## config.mk

```make
export PLATFORM = sky130hd
export DESIGN_NAME = uart_tx_dev_flat
export DESIGN_NICKNAME = d
export VERILOG_FILES = /design/src/rtl/uart_tx_dev_if.sv /design/src/rtl/uart_tx_dev.sv /design/src/flat_wrapper.sv
export SDC_FILE = /design/constraint.sdc
export NUM_CORES = 1
export LEC_CHECK = 0
export CAP_MARGIN = 20
export CORE_MARGIN = 5
export CORE_UTILIZATION = 52
export DETAILED_ROUTE_END_ITERATION = 16
export GPL_TIMING_DRIVEN = 1
export HOLD_SLACK_MARGIN = 0.15
export PLACE_DENSITY = 0.77
export SYNTH_ARGS = -nofsm -noshare
export SYNTH_HDL_FRONTEND = slang
export SYNTH_SLANG_ARGS = --single-unit
```

## constraint.sdc

```tcl
create_clock -name clk -period 2.7 [get_ports clk]
set_input_delay 0.54 -clock clk [delete_from_list [all_inputs] [get_ports clk]]
set_output_delay 0.54 -clock clk [all_outputs]
set_load 0.05 [all_outputs]
```

## src/rtl/uart_tx_dev_if.sv

```systemverilog
// -----------------------------------------------------------------------------
// uart_tx_dev_if
//   Device-bus bundle between the Bridge and the UART transmitter.
//
//   Addr : word offset (0=TXDATA, 1=STATUS, 2=DIVISOR, 3=CTRL)
//   WD   : write data
//   WE   : write enable, already qualified by the Bridge device select
//   RD   : read data, combinational from Addr
//
//   master : Bridge / CPU side (drives Addr, WD, WE; receives RD)
//   slave  : peripheral side  (receives Addr, WD, WE; drives RD)
// -----------------------------------------------------------------------------
interface uart_tx_dev_if;
   logic [1:0]  Addr;
   logic [31:0] WD;
   logic        WE;
   logic [31:0] RD;

   modport master (output Addr, output WD, output WE, input RD);
   modport slave  (input Addr, input WD, input WE, output RD);
endinterface

```

## src/rtl/uart_tx_dev.sv

```systemverilog
// -----------------------------------------------------------------------------
// uart_tx_dev
//   Bus-responder UART transmitter. The CPU pushes bytes into a TX FIFO
//   through the device bus; a baud-rate serializer drains the FIFO and emits
//   8N1 frames (LSB first) on txd. A level interrupt reports "transmitter
//   idle and FIFO empty" when enabled.
//
//   Ports
//     clk    : device clock
//     reset  : synchronous, active-high
//     bus    : uart_tx_dev_if.slave (Addr, WD, WE in; RD out)
//     txd    : serial output, idles high
//     IRQ    : registered level interrupt
//
//   Register map (word offsets)
//     0 TXDATA  : write pushes WD[7:0]; reads 0
//     1 STATUS  : {count[3:0], overflow, empty, full, busy}; any write
//                 clears overflow
//     2 DIVISOR : clk cycles per bit, WD[15:0]; 0 behaves as 1
//     3 CTRL    : bit0 = interrupt enable
// -----------------------------------------------------------------------------
module uart_tx_dev #(
   parameter int FIFO_DEPTH = 8,
   parameter int DIV_RESET  = 217
) (
   input  logic         clk,
   input  logic         reset,
   uart_tx_dev_if.slave bus,
   output logic         txd,
   output logic         IRQ
);

   localparam int PTR_W = $clog2(FIFO_DEPTH);
   localparam int CNT_W = PTR_W + 1;

   localparam logic [1:0] ADDR_TXDATA  = 2'd0;
   localparam logic [1:0] ADDR_STATUS  = 2'd1;
   localparam logic [1:0] ADDR_DIVISOR = 2'd2;
   localparam logic [1:0] ADDR_CTRL    = 2'd3;

   typedef enum logic [1:0] {
      S_IDLE,
      S_START,
      S_DATA,
      S_STOP
   } state_e;

   // ---------------------------------------------------------------------------
   // State
   // ---------------------------------------------------------------------------
   state_e             state_q;
   logic [15:0]        timer_q;
   logic [2:0]         bit_idx_q;
   logic [7:0]         shift_q;
   logic [15:0]        div_q;
   logic               txd_q;
   logic               irq_q;

   logic [15:0]        divisor_q, divisor_d;
   logic               ie_q, ie_d;
   logic               ovf_q, ovf_d;
   logic [CNT_W-1:0]   count_q, count_d;
   logic [PTR_W-1:0]   wr_ptr_q, rd_ptr_q;
   logic [7:0]         mem [FIFO_DEPTH];

   // ---------------------------------------------------------------------------
   // Bus decode and FIFO control
   // ---------------------------------------------------------------------------
   logic        wr_txdata;
   logic        empty, full;
   logic        push, pop;
   logic        bit_end;
   logic        busy;
   logic        irq_d;
   logic [15:0] eff_div;
   logic [7:0]  head;
   logic [4:0]  cnt_ext;
   logic        unused_wd;

   // Only the low half of WD carries register data.
   assign unused_wd = ^bus.WD[31:16];

   assign wr_txdata = bus.WE && (bus.Addr == ADDR_TXDATA);
   assign empty     = (count_q == '0);
   assign full      = (count_q == CNT_W'(FIFO_DEPTH));
   // Acceptance is judged on the pre-edge count, so a same-cycle pop never
   // rescues a write that arrives while full.
   assign push      = wr_txdata && !full;
   assign bit_end   = (timer_q == '0);
   assign busy      = (state_q != S_IDLE);
   assign eff_div   = (divisor_q == '0) ? 16'd1 : divisor_q;
   assign head      = mem[rd_ptr_q];
   assign cnt_ext   = 5'(count_q);

   // The serializer pops from IDLE, or on the final STOP cycle to chain the
   // next frame without an idle gap.
   assign pop = !empty && ((state_q == S_IDLE) || ((state_q == S_STOP) && bit_end));

   // NOTE: every signal assigned in an always_comb gets a default first so no
   // path leaves it unassigned, which would otherwise infer a latch.
   always_comb begin
      count_d = count_q;
      if (push && !pop) begin
         count_d = count_q + CNT_W'(1);
      end else if (!push && pop) begin
         count_d = count_q - CNT_W'(1);
      end
   end

   always_comb begin
      divisor_d = divisor_q;
      ie_d      = ie_q;
      ovf_d     = ovf_q;
      if (bus.WE) begin
         case (bus.Addr)
            ADDR_TXDATA:  if (full) ovf_d = 1'b1;
            ADDR_STATUS:  ovf_d = 1'b0;
            ADDR_DIVISOR: divisor_d = bus.WD[15:0];
            ADDR_CTRL:    ie_d = bus.WD[0];
            default:      ;
         endcase
      end
   end

   // Uses the enable value taking effect at this edge so that setting or
   // clearing ie is visible on IRQ right after the write.
   assign irq_d = ie_d && empty && (state_q == S_IDLE) && !push;

   // ---------------------------------------------------------------------------
   // Read mux: combinational, reflects register state before the current edge
   // ---------------------------------------------------------------------------
   always_comb begin
      bus.RD = '0;
      case (bus.Addr)
         ADDR_STATUS:  bus.RD = {24'b0, cnt_ext[3:0], ovf_q, empty, full, busy};
         ADDR_DIVISOR: bus.RD = {16'b0, divisor_q};
         ADDR_CTRL:    bus.RD = {31'b0, ie_q};
         default:      bus.RD = '0;
      endcase
   end

   // ---------------------------------------------------------------------------
   // Control/status registers and FIFO pointers
   // ---------------------------------------------------------------------------
   // NOTE: sequential state is updated with non-blocking assignments so every
   // register samples pre-edge values regardless of statement order.
   always_ff @(posedge clk) begin
      if (reset) begin
         divisor_q <= 16'(DIV_RESET);
         ie_q      <= 1'b0;
         ovf_q     <= 1'b0;
         count_q   <= '0;
         wr_ptr_q  <= '0;
         rd_ptr_q  <= '0;
         irq_q     <= 1'b0;
      end else begin
         divisor_q <= divisor_d;
         ie_q      <= ie_d;
         ovf_q     <= ovf_d;
         count_q   <= count_d;
         irq_q     <= irq_d;
         if (push) wr_ptr_q <= wr_ptr_q + PTR_W'(1);
         if (pop)  rd_ptr_q <= rd_ptr_q + PTR_W'(1);
      end
   end

   // NOTE: the FIFO storage is deliberately not reset; the pointers and count
   // define which entries are valid, so clearing the array buys nothing.
   always_ff @(posedge clk) begin
      if (push) mem[wr_ptr_q] <= bus.WD[7:0];
   end

   // ---------------------------------------------------------------------------
   // Serializer FSM with registered txd
   // ---------------------------------------------------------------------------
   always_ff @(posedge clk) begin
      if (reset) begin
         state_q   <= S_IDLE;
         txd_q     <= 1'b1;
         timer_q   <= '0;
         bit_idx_q <= '0;
         shift_q   <= '0;
         div_q     <= 16'(DIV_RESET);
      end else begin
         case (state_q)
            S_IDLE: begin
               txd_q <= 1'b1;
               if (pop) begin
                  // Divisor is latched per frame; later writes wait for the
                  // next frame.
                  shift_q <= head;
                  div_q   <= eff_div;
                  timer_q <= eff_div - 16'd1;
                  txd_q   <= 1'b0;
                  state_q <= S_START;
               end
            end

            S_START: begin
               if (bit_end) begin
                  state_q   <= S_DATA;
                  bit_idx_q <= '0;
                  txd_q     <= shift_q[0];
                  timer_q   <= div_q - 16'd1;
               end else begin
                  timer_q <= timer_q - 16'd1;
               end
            end

            S_DATA: begin
               if (bit_end) begin
                  timer_q <= div_q - 16'd1;
                  if (bit_idx_q == 3'd7) begin
                     state_q <= S_STOP;
                     txd_q   <= 1'b1;
                  end else begin
                     // txd already shows shift_q[0]; advance to the next bit.
                     bit_idx_q <= bit_idx_q + 3'd1;
                     shift_q   <= shift_q >> 1;
                     txd_q     <= shift_q[1];
                  end
               end else begin
                  timer_q <= timer_q - 16'd1;
               end
            end

            S_STOP: begin
               if (bit_end) begin
                  if (pop) begin
                     shift_q <= head;
                     div_q   <= eff_div;
                     timer_q <= eff_div - 16'd1;
                     txd_q   <= 1'b0;
                     state_q <= S_START;
                  end else begin
                     txd_q   <= 1'b1;
                     state_q <= S_IDLE;
                  end
               end else begin
                  timer_q <= timer_q - 16'd1;
               end
            end

            default: begin
               txd_q   <= 1'b1;
               state_q <= S_IDLE;
            end
         endcase
      end
   end

   assign txd = txd_q;
   assign IRQ = irq_q;

endmodule
```

## src/flat_wrapper.sv

```systemverilog
// flat-port wrapper written by rule: the top's interface ports become plain ports
module uart_tx_dev_flat 
#(
   parameter int FIFO_DEPTH = 8,
   parameter int DIV_RESET  = 217
)
  (clk, reset, txd, IRQ, bus_Addr, bus_WD, bus_WE, bus_RD);
  uart_tx_dev_if bus_i ();
  input  logic clk;
  input  logic reset;
  output logic txd;
  output logic IRQ;
  input wire logic [$bits(bus_i.Addr)-1:0] bus_Addr;
  input wire logic [$bits(bus_i.WD)-1:0] bus_WD;
  input wire logic [$bits(bus_i.WE)-1:0] bus_WE;
  output wire logic [$bits(bus_i.RD)-1:0] bus_RD;
  assign bus_i.Addr = bus_Addr;
  assign bus_i.WD = bus_WD;
  assign bus_i.WE = bus_WE;
  assign bus_RD = bus_i.RD;
  uart_tx_dev #(.FIFO_DEPTH(FIFO_DEPTH), .DIV_RESET(DIV_RESET)) u_core (.clk(clk), .reset(reset), .bus(bus_i), .txd(txd), .IRQ(IRQ));
endmodule
```

==> flow_metrics.tcl, run 1 <==
set metrics [dict create \
    hold_path_depth 2 \
    syn-mean-instance-area_um2 10.2 \
    grt_pass1_vias 5682 \
    wl_met1_mm 7.64 \
    cts_tree "built" \
    synth_top_area_share_pct 26.6 \
    grt-ovfl-total 0 \
    synth_common_cells "88 x nand2_1, 78 x dfxtp_1, 67 x nor2_1" \
    area.growth.synth_to_final_pct 22.9 \
    grt.total_usage_pct 22.9 \
    crit_fanout 4 \
    hpwl_mm 12.7 \
    antennaDiodeCount 0 \
    gp_congestion 0.959 \
    yosysWarnings 0 \
    power.density_mw_per_mm2 1080 \
    routed_wl_mm 18.3 \
    syn_area_mm2 0.00723 \
    via_count 5821 \
    final_nets 849 \
    grt_max_degree 33 \
    drive_gt1_share_pct 19.8 \
    clk_path_buf_depth 2 \
    cp_slowest_stage_delay_ns 0.39 \
    r2r_cells 13 \
    dieArea_mm2 0.0164 \
    hold_violations 0 \
    topRoutingLayerUsed "met4" \
    vdd_ir_drop_max_uv 587 \
    tightest_slew_ns 0.809 \
    ctsHoldBuffers 0 \
    drt-initial-drc-count 538 \
    critPathRequiredTime_ns 3.06 \
    clkSinkCount 142 \
    avgRoutedWirePerCell_um 18.5 \
    tns_ns 0 \
    cp_num_buf_inv 3 \
    grt_pass1_wl_mm 29.5 \
    antenna_found_initial 0 \
    synth_edf_count 64 \
    criticalPathCategory "register to register" \
    rows 43 \
    min_period_ns 2.58 \
    outcome "completed" \
    synth.most_common_cell "nand2_1" \
    start_kind "register" \
    fp.dieH_um 128 \
    hold_class "register to register" \
    htreeDepth 4 \
    critPathSlowestCell "dfxtp_1" \
    synth_area_leaders "edfxtp_1 27%, dfxtp_1 22%, mux2i_1 5.0%, mux4_2 5.0%, nand2_1 4.6%" \
    clockRootBuffer "clkbuf_16" \
    cts_buffers 17 \
    core_area_mm2 0.0138 \
    viasPerCell 5.89 \
    regArea_mm2 0.00349 \
    ios 71 \
    rsz0062_at_grt "no" \
    path_common_cell "ha_1" \
    multi_input_area_mm2 0.00346 \
    skew_ns 0.0115 \
    dr_wl_met2_mm 8.99 \
    final_core_util_pct 64.6 \
    start_util_pct 52.5 \
    crit_family "adder cells" \
    drcViolationCount 0 \
    die_w_um 128 \
    synthCells 707 \
    dr.pass1.iters 5 \
    wl_met3_mm 1.27 \
    critPathArrivalTime_ns 2.94 \
    end_kind "register" \
    final.period_utilization_pct 95.6 \
    synth_top_cell_by_area "edfxtp_1" \
    fmax_ghz 0.387 \
    total_leakage_power_nw 3.41 \
    maxCapViolCount 0 \
    place_inst 956 \
    path_cells "inv_1 > ha_1 > nor2b_1 > a31o_2 > inv_2 > ha_4 > inv_4 > ha_1 > a21o_1 > a21oi_2 > xnor2_1 > or3_1 > a21oi_1" \
    ys_ff_latch 142 \
    clk_latency_ns 0.43 \
    synth-seq-area-share_pct 48.2 \
    n_fill_cell 1038 \
    slew_headroom_pct 46.0 \
    portBuffers 38 \
    setup_violations 0 \
    instances_no_fill 989 \
    yosysUniqueCellTypes 65 \
    ant_nets 0 \
    slew_violations 0 \
    cp.depth 13 \
    async_flop_share_pct 0 \
    clk_pin_slew_worst_paths_ns 0.06 \
    yosys_most_used_dff "dfxtp_1" \
]
[per-layer routing]
metal | vias up | track usage, %
met5 | - | 0
met4 | 0 | 6.93
met3 | 44 | 4.58
met2 | 278 | 38.3
met1 | 2783 | 30.1
li1 | 2716 | -
[worst min-delay path: cells and delay by family (launching register included)]
| family | cells | cell delay [ns] |
|---|---|---|
| compound gates | 1 | 0.05 |
| flops | 1 | 0.31 |
| simple gates | 1 | 0.06 |
[final cells by class]
class / instances / area share, %
Tap cell: 180 / 2.53
Multi-Input combinational cell: 507 / 38.9
Clock inverter: 12 / 1.39
Inverter: 17 / 0.746
Sequential cell: 142 / 39.2
Timing Repair Buffer: 111 / 12.2
Clock buffer: 20 / 5.02
[stage by stage]
step | hold WS [ns] | power, mW | worst slack (ns) | area (µm²)
floorplan | 0.436 | 6.15 | -0.174 | 7320
global placement | 0.443 | 7.09 | -0.181 | 8290
detailed placement | 0.461 | 7.23 | -0.245 | 8290
CTS | 0.470 | 9.51 | 0.0273 | 8860
global route | 0.483 | 10.1 | 0.00383 | 8890
finish | 0.469 | 9.60 | 0.119 | 8890
[power breakdown]
| group | leakage [nW] | total, mW | internal [mW] | switching, mW |
|---|---|---|---|---|
| registers | 1.21 | 2.82 | 2.53 | 0.294 |
| clock network | 0.278 | 2.26 | 1.31 | 0.947 |
| logic | 1.92 | 4.52 | 1.95 | 2.58 |
| total | 3.41 | 9.60 | 5.79 | 3.82 |
[logic make-up (layout without fill, tap and decap cells)]
family	count (synthesis)	after routing	share of synthesized area (%)
buffers and inverters	73	160	5.28
adders and majority gates	16	16	2.87
and+or+nand+nor	259	259	17.4
xor gates and xnor gates	37	37	4.48
muxes	53	53	10.1
DFF	142	142	48.2
AOI/OAI and AO/OA	126	126	11.6
other	1	16	0.0519
[path summary, 6_finish.rpt]
kind	from	end	slack [ns]
setup / recovery	u_core.state_q[0]	u_core.count_q[3]	0.12
hold / removal	u_core.bit_idx_q[2]	u_core.bit_idx_q[2]	0.47
setup reg to reg	u_core.state_q[0]	u_core.count_q[3]	0.12
hold reg to reg	u_core.bit_idx_q[2]	u_core.bit_idx_q[2]	0.47
[sequential cells by signal, summed over array words and instances, names as in the netlist, 2 cells and up, named ones only]
name              count
u_core.bit_idx_q      3
u_core.count_q        4
u_core.div_q         16
u_core.divisor_q     16
u_core.mem           64
u_core.rd_ptr_q       3
u_core.shift_q        8
u_core.state_q        2
u_core.timer_q       16
u_core.wr_ptr_q       3
[layout by cell type (no fill, tap or decap), drive strengths merged, types with 8 or more instances in the layout]
cell type and count:
a21oi 41, o21ai 21, and2 8, mux4 16, xnor2 19, nand2 88
edfxtp 64, inv 23, buf 90, a31oi 8, nand3 19, xor2 18
conb 16, nor3 25, clkdlybuf4s50 21, ha 15, a22o 9, dfxtp 78
nor4 14, clkbuf 20, a211oi 9, nor2 67, mux2i 36, o211ai 9
[timing repair]
action	CTS	global route
buffers inserted	0	1
setup endpoints to repair	0	3
gates resized for setup	0	5
No activity file was read; power rests on OpenSTA's default activity.
==> run 2, diff against run 1 <==
--- a/config.mk
+++ b/config.mk
@@ -7,11 +7,12 @@
 export LEC_CHECK = 0
 export CAP_MARGIN = 20
 export CORE_MARGIN = 5
-export CORE_UTILIZATION = 52
+export CORE_UTILIZATION = 54
 export DETAILED_ROUTE_END_ITERATION = 16
+export DONT_BUFFER_PORTS = 1
 export GPL_TIMING_DRIVEN = 1
 export HOLD_SLACK_MARGIN = 0.15
-export PLACE_DENSITY = 0.77
+export PLACE_DENSITY = 0.72
 export SYNTH_ARGS = -nofsm -noshare
 export SYNTH_HDL_FRONTEND = slang
 export SYNTH_SLANG_ARGS = --single-unit
==> flow_metrics.tcl, run 2 (synthesis gave the netlist of run 1 again) <==
set metrics [dict create \
    area.growth.synth_to_final_pct 17.1 \
    criticalPathCategory "register to register" \
    via_count 5562 \
    ctsHoldBuffers 0 \
    setup_violations 0 \
    ant_nets 0 \
    portBuffers 0 \
    cts_buffers 17 \
    p_clk_share_pct 24.2 \
    hpwl_mm 12.0 \
    die_w_um 126 \
    cts_tree "built" \
    regMostFlops "u_core.mem" \
    power.density_mw_per_mm2 1150 \
    critPathArrivalTime_ns 3.04 \
    power_mw 9.74 \
    grt-ovfl-total 0 \
    clk_latency_ns 0.42 \
    grt_pass1_wl_mm 28.6 \
    whs_endpoint "u_core.timer_q[4]" \
    drive_gt1_share_pct 20.8 \
    clkSinkCount 142 \
    routed_wl_mm 17.3 \
    fmax_ghz 0.374 \
    vdd_ir_drop_max_uv 721 \
    hold_start "reset" \
    grt_max_degree 58 \
    total_leakage_power_nw 3.22 \
    switching_share_pct 40.2 \
    ios 71 \
    htreeDepth 4 \
    start_util_pct 54.8 \
    maxCapViolCount 0 \
    drt-initial-drc-count 481 \
    final_common_cell "nand2_1" \
    outcome "completed" \
    p_comb_share_pct 46.6 \
    rows 42 \
    regArea_mm2 0.00350 \
    clk_pin_slew_worst_paths_ns 0.06 \
    final_nets 813 \
    critPathSlowestCell "or3_4" \
    n_fill_cell 1025 \
    cp_slowest_stage_delay_ns 0.40 \
    hold_class "primary input to register" \
    layout_common_cells "88 x nand2_1, 74 x buf_4, 71 x dfxtp_1, 67 x nor2_1, 64 x edfxtp_1" \
    avgRoutedWirePerCell_um 18.3 \
    antenna_found_initial 0 \
    r2r_cells 12 \
    grt.total_usage_pct 22.4 \
    path_cells "or3_4 > nor3_4 > a31o_4 > inv_4 > ha_4 > inv_4 > ha_4 > a21o_1 > a21oi_2 > xnor2_1 > or3_1 > a21oi_2" \
    clockRootBuffer "clkbuf_16" \
    clk_path_buf_depth 2 \
    core_area_mm2 0.0132 \
    grt_pass1_vias 5440 \
    power_switching_mw 3.92 \
    critPathRequiredTime_ns 3.06 \
    hold_violations 0 \
    crit_fanout 5 \
    end_kind "register" \
    start_kind "register" \
    p_seq_share_pct 29.3 \
    dieArea_mm2 0.0158 \
    viasPerCell 5.86 \
    p_int_mw 5.82 \
    skew_ns 0.00604 \
    r2r_start "u_core.timer_q[7]" \
    r2r_slack_ns 0.02 \
    hold_path_depth 1 \
    tightest_slew_ns 0.747 \
    antennaDiodeCount 0 \
    gp_congestion 0.926 \
    r2r_end "u_core.count_q[3]" \
    final.period_utilization_pct 99.2 \
    drcViolationCount 0 \
    largest_reg_flops 64 \
    rsz0062_at_grt "yes" \
    multi_input_area_mm2 0.00352 \
    fp.dieH_um 126 \
    dr.pass1.iters 6 \
    tns_ns 0 \
    slew_headroom_pct 50.1 \
    slew_violations 0 \
    min_period_ns 2.68 \
]
[run 2: cell types whose count changed in the layout (fill, tap and decap cells not counted), sizes merged]
cell	delta
clkdlybuf4s50	-21
clkinv	-2
inv	+4
clkinvlp	+1
buf	-15
clkbuf	-3
[run 2: per-layer routing]
metal / wire (µm) / GRT usage (%)
met1: 7450 / 31.1
met2: 8190 / 35.3
met4: 219 / 6.63
met3: 1470 / 5.46
met5: 0 / 0
[run 2: worst max path at each step]
stage,startpoint,depth (start not counted),end
final,u_core.timer_q[7],12,u_core.count_q[3]
after global routing,u_core.timer_q[7],12,u_core.count_q[3]
after CTS,u_core.timer_q[6],12,u_core.count_q[3]
after detailed placement,u_core.count_q[3],12,u_core.count_q[3]
after global placement,u_core.count_q[3],12,u_core.count_q[3]
after floorplan,u_core.timer_q[6],15,u_core.count_q[3]
[run 2: critical path: cells and delay by family, from the launching register on]
| family | cells | cell delay, ns |
|---|---|---|
| simple gates | 3 | 0.96 |
| compound gates | 4 | 0.71 |
| flops | 1 | 0.36 |
| fa+ha+maj | 2 | 0.35 |
| buf+inv | 2 | 0.11 |
| xor+xnor | 1 | 0.10 |
[run 2: what timing repair did]
item | in CTS | in global routing
buffers inserted | 1 | 6
cloned | 0 | 0
pin swaps | 1 | 12
setup endpoints to repair | 1 | 5
gates resized for setup | 1 | 22
hold endpoints to repair | 0 | 0
[run 2: power by group through the flow]
stage                     clock network (mW)  logic, mW  registers (mW)
after CTS                               2.38       4.27            2.83
after global placement                     0       4.13            2.85
after floorplan                            0       3.35            2.80
after detailed placement                   0       4.22            2.87
final                                   2.35       4.54            2.85
after global routing                    2.48       4.96            2.89
[run 2: per-stage QoR]
step                worst slack, ns  instance area [µm²]  hold slack [ns]  std cells  utilization (%)
floorplan                    -0.174                 7320            0.436        722                -
global placement              0.126                 7730            0.437        910             58.6
detailed placement          -0.0207                 7730            0.451        910             58.6
CTS                          0.0442                 8340            0.167        943             63.2
global route                 -0.107                 8470            0.164        949             64.2
finish                       0.0229                 8470            0.182        949             64.2
[run 2: cell type report]
class,instances,area share [%]
clock buffer,17,5.02
inverter,17,0.813
timing repair buffer,75,6.69
clock inverter,15,2.01
multi-input combinational,507,41.6
sequential,142,41.3
tap,176,2.60
